==> config.mk <==
export PLATFORM = sky130hd
export DESIGN_NAME = ccff_chain_loader
export DESIGN_NICKNAME = d
export VERILOG_FILES = /design/src/rtl/ccff_chain_loader.sv
export SDC_FILE = /design/constraint.sdc
export NUM_CORES = 1
export LEC_CHECK = 0
export CAP_MARGIN = 25
export CORE_MARGIN = 2
export CORE_UTILIZATION = 50
export CTS_BUF_LIST = sky130_fd_sc_hd__clkbuf_16
export DETAILED_ROUTE_END_ITERATION = 10
export PLACE_DENSITY = 0.77
export SYNTH_ARGS = -nofsm -noshare
export SYNTH_HDL_FRONTEND = slang
export SYNTH_SLANG_ARGS = --single-unit
==> constraint.sdc <==
create_clock -name prog_clk -period 2.6 [get_ports prog_clk]
set_clock_uncertainty 0.1 [all_clocks]
set_input_delay 0.39 -clock prog_clk [delete_from_list [all_inputs] [get_ports prog_clk]]
set_output_delay 0.39 -clock prog_clk [all_outputs]
set_load 0.05 [all_outputs]
==> src/rtl/ccff_chain_loader.sv <==
// rtl/ccff_chain_loader.sv - serialises stream words onto a config chain behind a marker, checks the marker at ccff_tail
module ccff_chain_loader #(
    parameter int                WORD_W    = 16,
    parameter int                CHAIN_LEN = 64,
    parameter int                MARK_W    = 8,
    parameter logic [MARK_W-1:0] MARKER    = 8'hA5
) (
    input  logic              prog_clk,
    input  logic              pReset_n,
    input  logic              start,
    input  logic              abort,
    input  logic [WORD_W-1:0] bs_data,
    input  logic              bs_valid,
    output logic              bs_ready,
    output logic              config_enable,
    output logic              ccff_head,
    input  logic              ccff_tail,
    output logic              busy,
    output logic              done,
    output logic              pass
);

    localparam int TOTAL   = MARK_W + CHAIN_LEN;
    localparam int N_WORDS = CHAIN_LEN / WORD_W;
    localparam int CW      = $clog2(TOTAL + 1);
    localparam int WW      = $clog2(N_WORDS + 1);
    localparam int BW      = $clog2(WORD_W + 1);

    localparam logic [CW-1:0] LAST_SHIFT = CW'(TOTAL - 1);
    localparam logic [CW-1:0] MARK_LAST  = CW'(MARK_W - 1);
    localparam logic [CW-1:0] WIN_LO     = CW'(CHAIN_LEN);
    localparam logic [CW-1:0] WIN_HI     = CW'(TOTAL);
    localparam logic [WW-1:0] WORDS_N    = WW'(N_WORDS);
    localparam logic [BW-1:0] BITS_FULL  = BW'(WORD_W);
    localparam logic [BW-1:0] BITS_ONE   = BW'(1);

    typedef enum logic [1:0] {
        S_IDLE,
        S_MARK,
        S_DATA,
        S_DONE
    } state_t;

    state_t             r_state;
    logic [CW-1:0]      r_shift_cnt;
    logic [WW-1:0]      r_words;
    logic [WORD_W-1:0]  r_sr;
    logic [BW-1:0]      r_sr_bits;
    logic [MARK_W-1:0]  r_mark;
    logic [MARK_W-1:0]  r_chk;
    logic               r_err;
    logic               r_pass;

    logic w_in_mark;
    logic w_in_data;
    logic w_shift;
    logic w_ready;
    logic w_accept;
    logic w_check;
    logic w_mismatch;
    logic w_err_next;
    logic w_last;

    assign w_in_mark = (r_state == S_MARK);
    assign w_in_data = (r_state == S_DATA);
    assign w_shift   = w_in_mark | (w_in_data & (r_sr_bits != '0));

    // The first word is prefetched on the last marker shift so data follows the marker without a bubble.
    assign w_ready   = (r_words < WORDS_N) &
                       ((w_in_data & (r_sr_bits <= BITS_ONE)) |
                        (w_in_mark & (r_shift_cnt == MARK_LAST)));
    assign w_accept  = w_ready & bs_valid;

    // Marker bit k reaches the tail just before shift CHAIN_LEN+k.
    assign w_check    = w_shift & (r_shift_cnt >= WIN_LO) & (r_shift_cnt < WIN_HI);
    assign w_mismatch = w_check & (ccff_tail != r_chk[MARK_W-1]);
    assign w_err_next = r_err | w_mismatch;
    assign w_last     = w_shift & (r_shift_cnt == LAST_SHIFT);

    assign bs_ready      = w_ready;
    assign config_enable = w_shift;
    assign ccff_head     = w_in_mark ? r_mark[MARK_W-1] : (w_in_data & r_sr[WORD_W-1]);
    assign busy          = w_in_mark | w_in_data;
    assign done          = (r_state == S_DONE);
    assign pass          = r_pass;

    always_ff @(posedge prog_clk or negedge pReset_n) begin
        if (!pReset_n) begin
            r_state     <= S_IDLE;
            r_shift_cnt <= '0;
            r_words     <= '0;
            r_sr        <= '0;
            r_sr_bits   <= '0;
            r_mark      <= '0;
            r_chk       <= '0;
            r_err       <= 1'b0;
            r_pass      <= 1'b0;
        end else if (abort) begin
            r_state   <= S_IDLE;
            r_pass    <= 1'b0;
            r_sr      <= '0;
            r_sr_bits <= '0;
        end else begin
            case (r_state)
                S_IDLE: begin
                    if (start) begin
                        r_state     <= S_MARK;
                        r_shift_cnt <= '0;
                        r_words     <= '0;
                        r_sr        <= '0;
                        r_sr_bits   <= '0;
                        r_mark      <= MARKER;
                        r_chk       <= MARKER;
                        r_err       <= 1'b0;
                        r_pass      <= 1'b0;
                    end
                end
                S_MARK, S_DATA: begin
                    if (w_shift) begin
                        r_shift_cnt <= r_shift_cnt + CW'(1);
                        r_err       <= w_err_next;
                    end
                    if (w_check) begin
                        r_chk <= r_chk << 1;
                    end
                    if (w_in_mark) begin
                        r_mark <= r_mark << 1;
                        if (r_shift_cnt == MARK_LAST) begin
                            r_state <= S_DATA;
                        end
                    end
                    if (w_accept) begin
                        r_sr      <= bs_data;
                        r_sr_bits <= BITS_FULL;
                        r_words   <= r_words + WW'(1);
                    end else if (w_in_data & w_shift) begin
                        r_sr      <= r_sr << 1;
                        r_sr_bits <= r_sr_bits - BW'(1);
                    end
                    if (w_last) begin
                        r_state <= S_DONE;
                        r_pass  <= ~w_err_next;
                    end
                end
                S_DONE: begin
                    r_state <= S_IDLE;
                end
                default: begin
                    r_state <= S_IDLE;
                end
            endcase
        end
    end

endmodule

==> run metrics, run 1 <==
outcome complete, no violations; starting density of the core 52.0%; met1 wire length 2550 microns; Post-synth top flop dfrtp_1; Fin. Hold Viols 0; port bufs 27; RSZ-0062 raised after global routing false; synth top area cells dfrtp_1 (48%), a22o_1 (6.9%), ha_1 (4.7%); clock root buffer master clkbuf_16; post-synth top area cell dfrtp_1; final wirelength 5400 microns; Top Metal Used met4; worst flop-to-flop path endpoint r_sr[10]; power per cell area 694 nW/um^2; TritonCTS buffer count 5; pre-CTS setup slack 0.0753 ns; vias in the first global route 1950; Final ANT Viol Nets 0; Die Ht 77.1 microns; Synth Area per Inst 10.4 sq um; critical setup path kind reg2out; CTS clk-pin slew, worst paths 0.06 ns; share of the synthesized area in the top cell type 47.7%; DRC 0; met3 wire length 150 microns; Final WS setup 0.155 ns; vias per cell 5.74; Max Slew Vio Count 0; syn nets 290; first-pass GRT wire length 9210 microns; leakage 1.53 nW; dpl hpwl 3760 microns; Post-synth top cells dfrtp_1 (51), a22o_1 (21), nand2_1 (18), a21o_1 (16), nor2_1 (15); Clock Latency Late Sink 0.28 ns; Clock Path Buffers 2; Arr. time, crit path 1.95 ns; CORE AREA 5140 sq um; register area share after synthesis 47.7%; #FFs+latches synth 51; max-cap violations 0; EDFF count, synth 0; top-count cell post-synth dfrtp_1; Ant. Diodes 0; TritonCTS sink count 51; fin crit share 94.0%; Slew HR 57.8%; IO Count 28; chip width 77.1 microns; GRT Total Usage 19.3%; total gr overflow 0; CP endpoint kind primary output; hold buffers post-CTS 0; metal2 WL 2600 microns; mapped cell area 2670 sq um; initial antenna violation count 0; crit path to config_enable; count of final setup violators 0; Worst Tran Pin Value 0.633 ns; crit path from r_sr_bits[0]; die area 5950 sq um; Critical R2R Launch r_state[0]; YS warnings 0; largest net degree at the start of global routing 52; Setup TNS 0 ns; Final GP Congestion 0.892; Yosys cell types 53; ratio of cells with drive above 1 in the final layout 12.7%; Initial DRT Pass Iterations 4; vias 2072; row cnt 26; slack of the worst reg-to-reg path 0.21 ns; maximum vdd ir drop 0.000393 V; post-synthesis async set-or-reset flop share 100%; Worst Hold Class in2async; Startpoint Class flop; Iter 0 DRT Violations 87; Synth Instances 258; number of cells on the worst reg-to-reg path 8; CTS tree done; CP Max Fanout 5; Nets 322; number of H-tree levels 2; WP data required 2.11 ns; Routed wire per std cell 15.0 microns; minimum clock period 2.44 ns; Area Overhead vs Synth 21.7%; Fmax achieved 409 MHz
==> worst max-delay path, stage by stage, from the launching register on <==
cell and delay, ns:
dfrtp_1 0.42, inv_1 0.12, ha_1 0.17, or4b_4 0.47, a21oi_4 0.21, inv_2 0.08
buf_4 0.19
==> final cells by class <==
| class | count | area (sq um) |
|---|---|---|
| Inverter | 15 | 56.3 |
| Multi-Input combinational cell | 179 | 1290 |
| Sequential cell | 51 | 1280 |
| Tap cell | 70 | 87.6 |
| Clock buffer | 5 | 125 |
| Fill cell | 433 | 1890 |
| Clock inverter | 3 | 38.8 |
| Timing Repair Buffer | 38 | 375 |
==> worst min path at each step <==
stage / cells after the start / slack [ns] / startpoint / to
after CTS: 2 / 0.14 / pReset_n / r_chk[2]
after detailed placement: 2 / 0.36 / r_mark[3] / r_mark[3]
final: 2 / 0.10 / pReset_n / r_chk[2]
after global routing: 2 / 0.18 / pReset_n / r_chk[2]
after floorplan: 0 / -0.006 / pReset_n / pass
after global placement: 2 / 0.36 / r_mark[3] / r_mark[3]
==> flip-flops by register name (all words and copies together), names as in the netlist <==
signal	cells
pass	1
r_chk	8
r_err	1
r_mark	8
r_shift_cnt	7
r_sr	16
r_sr_bits	5
r_state	2
r_words	3
==> repair_timing <==
| action | in CTS | in global routing |
|---|---|---|
| setup buffers | 0 | 2 |
| endpoints found under the setup margin | 0 | 17 |
| gates resized for setup | 0 | 2 |
==> metal layers <==
metal	up-vias	global-route usage, %
li1	1023	-
met1	1002	27.6
met2	36	29.2
met3	11	3.18
met4	0	7.86
met5	-	0
==> power by group <==
group          internal [mW]  leakage (nW)  switching [mW]  total (mW)
logic                  0.247         0.778           0.326       0.574
clock network          0.449        0.0812           0.268       0.716
registers              0.884         0.670          0.0849       0.969
==> stage by stage <==
step	cell area, sq um	total power, mW	hold WS [ns]	util, %	cells
2_1_floorplan	2670	1.35	-0.00559	-	258
3_3_place_gp	3060	1.53	0.357	59.5	351
3_5_place_dp	3060	1.54	0.357	59.5	351
4_1_cts	3220	2.26	0.137	62.7	359
5_1_grt	3250	2.39	0.181	63.3	361
6_report	3250	2.26	0.104	63.3	361
==> cells in the final DEF (no fill, tap or decap), drive strengths merged, types with 2 or more instances in the layout <==
cell type and count:
dfrtp 51, clkdlybuf4s50 22, a22o 21, nand2 18, a21o 16, nor2 16, buf 16, inv 15
ha 10, a21oi 10, nand3 10, o21ai 9, nor3 7, or3 5, o211ai 5, clkbuf 5
nor2b 4, nand2b 4, a31oi 4, mux2 3, o2bb2ai 3, nor4b 2, o22ai 2, and2 2
a221o 2, a311oi 2, nand4 2, or4 2, o22a 2, a32o 2, clkinv 2
==> cells by family (layout without fill, tap and decap cells) <==
kind of cell               Yosys count  in the layout  share of synthesized area, %
AOI/OAI and AO/OA                   87             87                          24.9
buffers and inverters               28             61                          4.49
muxes                                3              3                          1.26
xor gates and xnor gates             1              1                         0.328
and+or+nand+nor                     78             78                          16.6
DFF                                 51             51                          47.7
adders and majority gates           10             10                          4.68
Note: power is estimated with default switching activity, not from simulation.
==> inputs of run 2 (changes only) <==
--- a/config.mk
+++ b/config.mk
@@ -10,6 +10,7 @@
 export CORE_UTILIZATION = 50
 export CTS_BUF_LIST = sky130_fd_sc_hd__clkbuf_16
 export DETAILED_ROUTE_END_ITERATION = 10
+export MAX_ROUTING_LAYER = met4
 export PLACE_DENSITY = 0.77
 export SYNTH_ARGS = -nofsm -noshare
 export SYNTH_HDL_FRONTEND = slang
==> run metrics, run 2 (synthesized netlist as in run 1, its figures left out) <==
outcome complete, no violations; Clock Latency Late Sink 0.28 ns (about the same); sw frac 30.0% (about the same); number of H-tree levels 2 (unchanged); Largest Register r_sr; Hold Slack 0.100 ns (-0.00407 ns); leakage 1.53 nW (unchanged); CORE AREA 5140 sq um (unchanged); Fin. Hold Viols 0 (unchanged); Initial DRT Pass Iterations 4 (unchanged); post-route cell area 3250 sq um (unchanged); Final GP Congestion 0.907 (+1.7%); WP buf/inv 3 (unchanged); max incr delay on CP 0.47 ns (about the same); Iter 0 DRT Violations 87 (unchanged); total gr overflow 0 (unchanged); Worst Tran Pin Value 0.642 ns (+0.00880 ns); max-cap violations 0 (unchanged); ratio of cells with drive above 1 in the final layout 12.7% (unchanged); final wirelength 5390 microns (-0.22%); Final WS setup 0.157 ns (+0.00190 ns); WP data required 2.11 ns (about the same); Worst Hold Class in2async; non-filler cells, final 361 (unchanged); Ant. Diodes 0 (unchanged); Slowest cell on crit path or4b_4; max reg flops 16 (unchanged); Final ANT Viol Nets 0 (unchanged); crit-path leading delay family simple AND/OR/NAND/NOR gates; vias in the first global route 1948 (-0.10%); vias per cell 5.79 (+0.82%); fin util 63.3% (unchanged); P_sw 0.678 mW (about the same); Design Power 2.26 mW (about the same); Fmax achieved 409 MHz (about the same); vias 2089 (+0.82%); CP endpoint kind primary output; ordered list of cells on the worst path inv_1, ha_1, or4b_4, a21oi_4, inv_2, buf_4; clock root buffer master clkbuf_16; commonest cells after routing, fill and taps aside dfrtp_1 (51), clkdlybuf4s50_1 (22), a22o_1 (21); starting density of the core 52.0% (unchanged); CTS tree done; power per cell area 694 nW/um^2 (about the same); Seq pwr share 42.9% (about the same); dpl hpwl 3760 microns (unchanged); Slew HR 57.2% (-0.59 points); largest net degree at the start of global routing 52 (unchanged); Routed wire per std cell 14.9 microns (-0.22%); Area Overhead vs Synth 21.7% (unchanged); maximum vdd ir drop 0.000394 V (+0.23%); die area 5950 sq um (unchanged); Post-DP Area 3060 sq um (unchanged); fin crit share 94.0% (about the same); Setup TNS 0 ns (unchanged); placed insts 351 (unchanged); minimum clock period 2.44 ns (-0.00190 ns); TritonCTS buffer count 5 (unchanged); clock network power share 31.7% (about the same); TritonCTS sink count 51 (unchanged); Top Registers r_sr x16, r_chk x8, r_mark x8; combinational fraction of design power 25.4% (about the same); Max Slew Vio Count 0 (unchanged); Arr. time, crit path 1.95 ns (about the same); Startpoint Class flop; row cnt 26 (unchanged); CTS clk-pin slew, worst paths 0.06 ns (about the same); critical setup path kind reg2out; chip width 77.1 microns (unchanged); CP Max Fanout 5 (unchanged); DRC 0 (unchanged); Nets 322 (unchanged); Clock Path Buffers 2 (unchanged); RSZ-0062 raised after global routing false; count of final setup violators 0 (unchanged); initial antenna violation count 0 (unchanged); leading cell type in the layout, fill and taps excluded dfrtp_1; GRT Total Usage 19.8% (+0.55 points); pre-CTS setup slack 0.0753 ns (unchanged); port bufs 27 (unchanged); Die Ht 77.1 microns (unchanged); Int Pwr 1.58 mW (about the same); first-pass GRT wire length 9220 microns (about the same); IO Count 28 (unchanged)
[run 2: cell counts in the layout (fill, tap and decap cells not counted)]
Identical to the previous run, type by type.
[run 2: area by class of cell]
class | instances | area, sq um
Multi-Input combinational cell | 179 | 1290
Fill cell | 433 | 1890
Clock inverter | 3 | 38.8
Clock buffer | 5 | 125
Timing Repair Buffer | 38 | 375
Tap cell | 70 | 87.6
Inverter | 15 | 56.3
Sequential cell | 51 | 1280
[run 2: worst reg2reg max path, stage by stage (launching register included)]
cell and delay [ns]:
dfrtp_1 0.43, inv_1 0.11, ha_1 0.32, nor2b_1 0.20
a2111oi_0 0.40, o21a_1 0.27, buf_4 0.24, a22o_1 0.16
a21o_1 0.09
[run 2: power groups by stage]
stage | clock [mW] | sequential [mW] | combinational, mW
detailed placement | 0 | 0.981 | 0.557
floorplan | 0 | 0.957 | 0.398
global placement | 0 | 0.977 | 0.549
CTS | 0.734 | 0.968 | 0.560
finish | 0.716 | 0.969 | 0.574
global route | 0.765 | 0.983 | 0.642
[run 2: layer usage]
layer	track usage (%)	wire length [microns]
met2	29.1	2630
met5	-	0
met3	3.18	190
met1	27.7	2470
met4	7.86	93
[run 2: final timing paths]
path	startpoint	endpoint	cells after the start	slack (ns)
min	pReset_n	r_chk[2]	2	0.10
max reg2reg	r_state[0]	r_sr[10]	8	0.22
max in group asynchronous	pReset_n	pass	2	1.86
max	r_sr_bits[0]	config_enable	6	0.16
min in group prog_clk	r_mark[3]	r_mark[3]	2	0.38
min reg2reg	r_mark[3]	r_mark[3]	2	0.38
[run 2: timing repair]
item / in CTS / in global routing
setup buffers: 0 / 2
gates resized for setup: 0 / 2
setup endpoints to repair: 0 / 17
hold buffers: 0 / 0
